`config.mk`:
```
export PLATFORM = sky130hd
export DESIGN_NAME = err_grant_servicer
export DESIGN_NICKNAME = d
export VERILOG_FILES = /design/src/rtl/err_grant_servicer.sv
export SDC_FILE = /design/constraint.sdc
export NUM_CORES = 1
export LEC_CHECK = 0
export BUFFER_PORTS_ARGS = -buffer_cell sky130_fd_sc_hd__buf_2
export CAP_MARGIN = 10
export CORE_ASPECT_RATIO = 0.75
export CORE_MARGIN = 2
export CORE_UTILIZATION = 41
export CTS_CLUSTER_DIAMETER = 150
export DETAILED_ROUTE_END_ITERATION = 6
export GPL_TIMING_DRIVEN = 0
export PLACE_DENSITY = 0.77
export SYNTH_ARGS = -nofsm -noshare
export SYNTH_HDL_FRONTEND = slang
export SYNTH_SLANG_ARGS = --single-unit
```
`constraint.sdc`:
```
create_clock -name clk -period 7.8 [get_ports clk]
set_clock_uncertainty 0.1 [all_clocks]
set_input_delay 0.78 -clock clk [delete_from_list [all_inputs] [get_ports clk]]
set_output_delay 0.78 -clock clk [all_outputs]
set_load 0.01 [all_outputs]
```
`src/rtl/err_grant_servicer.sv`:
```
// Sticky error capture around the priority encoder and valid/ready servicing of its grant.
// Optional handler timeout with to_flag output: define ERR_SERVICE_TIMEOUT_EN.
module err_grant_servicer #(
  parameter int N           = 32,
  parameter int IDXW        = $clog2(N),
  parameter int SETTLE_CYC  = 2,
  parameter int TIMEOUT_CYC = 1024
) (
  input  logic            clk,
  input  logic            rst_n,
  input  logic [N-1:0]    err_raw,
  output logic [N-1:0]    err_pend,
  input  logic [N-1:0]    err_sel,
  output logic            irq_valid,
  output logic [IDXW-1:0] irq_idx,
  input  logic            irq_ready,
  input  logic            clr_all,
  output logic            sel_err,
  output logic [7:0]      drop_cnt,
`ifdef ERR_SERVICE_TIMEOUT_EN
  output logic            to_flag,
`endif
  output logic            busy
);

  localparam int CW = $clog2(SETTLE_CYC + 1);

  if (SETTLE_CYC < 1 || TIMEOUT_CYC < 1) begin : g_bad_cfg
    $error("err_grant_servicer: SETTLE_CYC and TIMEOUT_CYC must be >= 1");
  end

  typedef enum logic [1:0] {
    IDLE,
    PRESENT,
    SETTLE
  } state_e;

  state_e          state_q, state_d;
  logic [N-1:0]    pend_q, pend_d;
  logic [IDXW-1:0] idx_q, idx_d;
  logic [CW-1:0]   cnt_q, cnt_d;
  logic            sel_err_q, sel_err_d;
  logic [7:0]      drop_q, drop_d;
  logic [N-1:0]    clr_vec;
  logic            sel_multi;
  logic            sel_one;
  logic [IDXW-1:0] sel_idx;

`ifdef ERR_SERVICE_TIMEOUT_EN
  localparam int TW = $clog2(TIMEOUT_CYC + 1);
  logic [TW-1:0] timer_q, timer_d;
  logic          to_q, to_d;
`endif

  always_comb begin
    sel_multi = (err_sel & (err_sel - N'(1))) != '0;
    sel_one   = (err_sel != '0) && !sel_multi;
    sel_idx   = '0;
    for (int i = 0; i < N; i++) begin
      if (err_sel[i]) sel_idx = IDXW'(i);
    end
  end

  always_comb begin
    state_d   = state_q;
    idx_d     = idx_q;
    cnt_d     = cnt_q;
    sel_err_d = sel_err_q;
    clr_vec   = '0;
`ifdef ERR_SERVICE_TIMEOUT_EN
    timer_d   = '0;
    to_d      = to_q;
`endif
    unique case (state_q)
      IDLE: begin
        if (sel_multi) begin
          sel_err_d = 1'b1;
        end else if (sel_one && ((err_sel & pend_q) != '0)) begin
          idx_d   = sel_idx;
          state_d = PRESENT;
        end
      end
      PRESENT: begin
        if (irq_ready) begin
          clr_vec = N'(1) << idx_q;
          state_d = SETTLE;
          cnt_d   = CW'(SETTLE_CYC - 1);
        end
`ifdef ERR_SERVICE_TIMEOUT_EN
        // Withdraw without clearing so the error is granted again later
        else if (timer_q == TW'(TIMEOUT_CYC - 1)) begin
          state_d = SETTLE;
          cnt_d   = CW'(SETTLE_CYC - 1);
          to_d    = 1'b1;
        end else begin
          timer_d = timer_q + TW'(1);
        end
`endif
      end
      SETTLE: begin
        if (cnt_q == '0) state_d = IDLE;
        else             cnt_d   = cnt_q - CW'(1);
      end
      default: state_d = IDLE;
    endcase
    if (clr_all) begin
      clr_vec = '1;
      state_d = IDLE;
    end
    pend_d = (pend_q & ~clr_vec) | err_raw;
    drop_d = drop_q;
    if (((err_raw & pend_q & ~clr_vec) != '0) && (drop_q != 8'hff))
      drop_d = drop_q + 8'd1;
  end

  always_ff @(posedge clk or negedge rst_n) begin
    if (!rst_n) begin
      state_q   <= IDLE;
      pend_q    <= '0;
      idx_q     <= '0;
      cnt_q     <= '0;
      sel_err_q <= 1'b0;
      drop_q    <= '0;
    end else begin
      state_q   <= state_d;
      pend_q    <= pend_d;
      idx_q     <= idx_d;
      cnt_q     <= cnt_d;
      sel_err_q <= sel_err_d;
      drop_q    <= drop_d;
    end
  end

`ifdef ERR_SERVICE_TIMEOUT_EN
  always_ff @(posedge clk or negedge rst_n) begin
    if (!rst_n) begin
      timer_q <= '0;
      to_q    <= 1'b0;
    end else begin
      timer_q <= timer_d;
      to_q    <= to_d;
    end
  end

  assign to_flag = to_q;
`endif

  assign err_pend  = pend_q;
  assign irq_valid = (state_q == PRESENT);
  assign irq_idx   = idx_q;
  assign sel_err   = sel_err_q;
  assign drop_cnt  = drop_q;
  assign busy      = (state_q != IDLE);

endmodule
```
# [Word-level counts from Yosys, hierarchy flattened]
# Index checks and enable logic that the tools add are counted.
[totals] reg_bits=50 in_bits=68
[classes] n_addsub=3 eq_ne=9 n_shift=1 mux=43 bitwise_logic=8 reduce_logical=16
[op_table] op="$and 32x32->32" count=5
[op_table] op="$mux 5" count=29
[op_table] op="$reduce_bool 32->1" count=4
[op_table] op="$mux 32" count=3
[op_table] op="$not 32->32" count=1
[op_table] op="$or 32x32->32" count=1
[op_table] op="$shl 1x5->32 const A" count=1
[op_table] op="$sub 32x1->32 const B" count=1
[op_table] op="$mux 2" count=8
[op_table] op="$ne 3x3->1 const B" count=3
[op_table] op="$add 8x1->8 const B" count=1
[op_table] op="$ne 8x8->1 const B" count=1
[op_table] op="$pmux 2 s3" count=1
[op_table] op="$reduce_and 3->1" count=2
[op_table] op="$logic_not 2->1" count=2
[op_table] op="$pmux 2 s2" count=1
[op_table] op="$reduce_and 4->1" count=1
[op_table] op="$reduce_bool 2->1" count=2
[op_table] op="$logic_and 1x1->1" count=3
[op_table] op="$ne 3x1->1 const B" count=1
[op_table] op="$eq 2x1->1 const B" count=1
[op_table] op="$eq 2x2->1 const B" count=1
[op_table] op="$ne 2x1->1 const B" count=1
[op_table] op="$ne 2x2->1 const B" count=1
[op_table] op="5 further kinds" count=5

# [Depth between registers and ports, before layout]
[depth] depth_word=31 ltp_mapped=10 depth_no_buf=9

# [Worst setup path before layout]
# Ideal clock, no wire load.
[synth_path] path_kind="input to register" from="input port err_sel[12]" to="register idx_q[1], in the netlist irq_idx[1]" setup_ns=0.125 t_arrival_ns=2.790 slack_ns=4.785 stages=8 path_cell_list="buf_6 nor4_2 nand4_4 o41ai_4 o21ai_2 nor4_4 nand2_4 mux2_4"
[synth_via] elab_chain_cells=20 word_cells_on_any_way=31 classes_between="add/sub: 1; mux: 20; bitwise: 3; reduce/logical: 7"
[synth_rtl] element="start: declaration" line_no="13" text="input logic [N-1:0] err_sel,"
[synth_rtl] element="$mux 5 (20 in a row)" line_no="60" text="if (err_sel[i]) sel_idx = IDXW'(i);"
[synth_rtl] element="end signal: assignment" line_no="127" text="idx_q <= idx_d;"
[synth_rtl] element="end: declaration" line_no="40" text="logic [IDXW-1:0] idx_q, idx_d;"
# Parallel ways exist; a longest one is shown, timed or not.
# A chain may end at the register's enable or synchronous reset.

# [Worst setup path after layout]
[layout_path] from="register state_q[1]" to="register drop_q[1], in the netlist drop_cnt[1]"
[layout_via] elab_chain_cells=7
[layout_rtl] element="start: declaration" line_no="38" text="state_e state_q, state_d;"
[layout_rtl] element="start signal: assignment" line_no="125" text="state_q <= state_d;"
[layout_rtl] element="$eq 2x1->1" line_no="74" text="unique case (state_q)"
[layout_rtl] element="$mux 32" line_no="74"
[layout_rtl] element="$mux 32" line_no="106" text="if (clr_all) begin"
[layout_rtl] element="$not 32->32" line_no="112" text="if (((err_raw & pend_q & ~clr_vec) != '0) && (drop_q != 8'hff))"
[layout_rtl] element="$and 32x32->32" line_no="112"
[layout_rtl] element="$reduce_bool 32->1" line_no="112"
[layout_rtl] element="$logic_and 1x1->1" line_no="112"
[layout_rtl] element="end signal: assignment" line_no="130" text="drop_q <= drop_d;"
[layout_rtl] element="end: declaration" line_no="43" text="logic [7:0] drop_q, drop_d;"
# Every way passes these cells.

==> impl_metrics.py <==
metrics = {
    "detailed_routing": {
        "avgViaCountPerCell": 6.544,
        "dr_total_vias": 4129,
        "route.final.wire_length_um": 12950,
        "drt_pass1_iterations": 7,
        "drtIter0Drc": 461,
        "post-route-drc-count": 4,
        "drtAntennaViolNets": 0,
        "wl_per_cell_um": 20.52,
    },
    "pwr": {
        "intPower_mw": 0.5389,
        "power.density_nw_per_um2": 173.6,
        "swShare": 0.3142,
        "vdd_drop_max_v": 0.0001016,
        "p_switching_mw": 0.2470,
        "pwr-share-comb": 0.253,
        "finalPower_mw": 0.7859,
        "p_seq_frac": 0.423,
        "power.clock.fraction": 0.324,
        "p_leak_nw": 1.856,
    },
    "global_route": {
        "grt_pass1_wl_um": 20160,
        "grt_antenna_before_repair": 0,
        "grt_use_total": 0.2642,
        "grt_pass1_vias": 3798,
        "gr-total-overflow": 0,
        "grt_max_degree": 51,
    },
    "logic_synthesis": {
        "synth_area_leader_cell": "dfrtp_1",
        "synthArstFlopShare": 1.000,
        "synth_top_flop_cell": "dfrtp_1",
        "postSynthAreaPerCell_sq_um": 9.008,
        "synth-seq-area-share": 0.3421,
        "syn_inst": 406,
        "synthTopCellsByArea": "dfrtp_1 34%, a31o_2 6.7%, nand3_1 4.4%",
        "synth_area_sq_um": 3657,
        "syn_nets": 480,
        "yosysWarnings": 0,
        "synth_edf_count": 0,
        "synth_top_cell_area_share": 0.3421,
        "ys_ff_latch": 50,
        "ys_top_cells_by_count": "50 x dfrtp_1, 32 x nand3_1, 28 x a31o_2",
        "synth.most_common_cell": "dfrtp_1",
        "synth_cell_types": 62,
    },
    "sta": {
        "rsz0062_at_grt": "no",
        "tightest_slew_ps": 845.9,
        "setup_viol_count_final": 0,
        "slew_headroom": 0.4349,
        "min_period_ps": 3687,
        "hold_viol_final": 0,
        "slew_violations": 0,
        "hold_slack_ps": 315.8,
        "min_period_over_period": 0.4727,
        "setup_ws_ps": 4113,
        "fmax_mhz": 271.2,
        "tns_ps": 0,
    },
    "critical_path": {
        "required_ps": 7870,
        "max_stage_delay_ps": 720,
        "worstSetupStartpointType": "register",
        "crit_path_max_fanout": 10,
        "critPathKind": "reg -> reg",
        "end_kind": "register",
        "worstPathArrival_ps": 3760,
        "cp_top_family": "simple AND/OR/NAND/NOR gates",
        "startpoint": "state_q[1]$_DFFE_PN0P_",
        "crit_slowest_cell": "nor3b_1",
        "path_cells": "inv_1 -> ha_1 -> nor3b_1 -> buf_2 -> a31oi_1 -> nor4_1 -> nand4_1 -> nor4_4 -> nand2b_1 -> mux2_2",
        "path_buf_inv": 2,
        "rr_startpoint": "state_q[1]$_DFFE_PN0P_",
    },
    "cts": {
        "htree_levels": 2,
        "clock-sinks": 50,
        "postCtsSetupBuffers": 0,
        "post_cts_resized": 0,
        "cts-buffers-inserted": 5,
        "clk_latency_ps": 290,
        "cts_hold_buf": 0,
        "root_buffer": "clkbuf_16",
        "tritoncts": "built",
        "clock_path_buffers": 2,
        "clk_pin_slew_ps": 70,
    },
    "layout": {
        "drive_above_1_share": 0.3231,
        "layout.cells.non_filler": 631,
        "fin_util": 0.5286,
        "multi_input_area_sq_um": 2253,
        "final_area_sq_um": 4527,
        "area_growth_pct": 23.78,
        "nets": 597,
        "ff_latch_area_sq_um": 1251,
        "antenna_cells": 0,
        "fill_cells": 833,
    },
    "place": {
        "dpl.cell_count": 623,
        "place_congestion": 0.9720,
        "io_buffer_count": 109,
        "post_dp_cell_area_sq_um": 4338,
        "dp_slack_ps": 4174,
        "dp_hpwl_um": 9894,
    },
    "status": {
        "status": "complete, but fails checks",
        "violations": "design-rule violations",
    },
    "min_path": {
        "holdCritPathClass": "in -> async",
    },
    "run": {
        "maxCapViolations": 0,
    },
    "floorplan": {
        "die_x_um": 113.1,
        "pin_count": 116,
        "die_h_um": 85.80,
        "rows": 29,
        "die_area_sq_um": 9700,
        "coreArea_sq_um": 8563,
        "start_util": 0.4271,
    },
}
## layer usage
metal	share of wire	global-route usage
met5	0	0
met1	0.44	0.3912
met2	0.43	0.4050
met4	0.024	0.05765
met3	0.10	0.04735
## power groups by stage
stage               clock network (mW)  registers [mW]  logic (mW)
finish                           0.255           0.332       0.198
global route                     0.267           0.338       0.219
CTS                              0.255           0.332       0.196
detailed placement                   0           0.336       0.195
global placement                     0           0.335       0.191
floorplan                            0           0.343      0.0924
## cells by family after synthesis
logic type	after synthesis	share of synthesized area
buf+inv	38	0.04173
xor+xnor	7	0.01676
flops	50	0.3421
mux	5	0.01950
compound gates	126	0.2634
fa+ha+maj	8	0.02634
simple gates	172	0.2901
## cells in the final DEF, fill, tap and decap left out, types with 3 or more instances in the layout
master,n
a211oi_1,3
a21o_1,3
a21oi_1,9
a22oi_1,19
a31o_2,28
a31oi_1,20
a41oi_1,3
and2_1,3
and3_1,3
buf_1,3
buf_2,110
clkbuf_1,20
clkbuf_16,5
dfrtp_1,50
ha_1,6
inv_1,12
mux2_4,4
nand2_1,17
nand2b_1,5
nand3_1,32
nand3b_1,18
nand4_1,21
nor2_1,21
nor2b_1,9
nor3_1,10
nor4_1,10
nor4_2,3
nor4_4,4
o21ai_0,9
o31ai_1,4
o32ai_1,3
or2_2,3
or3_1,3
or4_1,3
xor2_1,6
## path summary, 6_finish.rpt
path,cells past startpoint,end,slack (ps)
worst max-delay path,10,drop_cnt[1]$_DFFE_PN0P_,4110
worst max register to register,10,drop_cnt[1]$_DFFE_PN0P_,4110
worst min register to register,1,sel_err$_DFFE_PN0P_,370
min in group clk,1,sel_err$_DFFE_PN0P_,370
worst min-delay path,1,err_pend[15]$_DFF_PN0_,320
max in group asynchronous,2,drop_cnt[7]$_DFFE_PN0P_,6750
## flip-flops by register name, summed over array words and instances (netlist names)
register / count
sel_err: 1
drop_cnt: 8
cnt_q: 2
state_q: 2
err_pend: 32
irq_idx: 5
## area by class of cell
class | count | share of cell area
clock buffer | 6 | 0.03068
inverter | 12 | 0.009950
clock inverter | 1 | 0.006634
multi-input combinational | 318 | 0.4978
sequential | 50 | 0.2764
buffer | 26 | 0.02377
timing repair buffer | 110 | 0.1249
tap | 108 | 0.02985
Power figures use the tool's default switching activity.
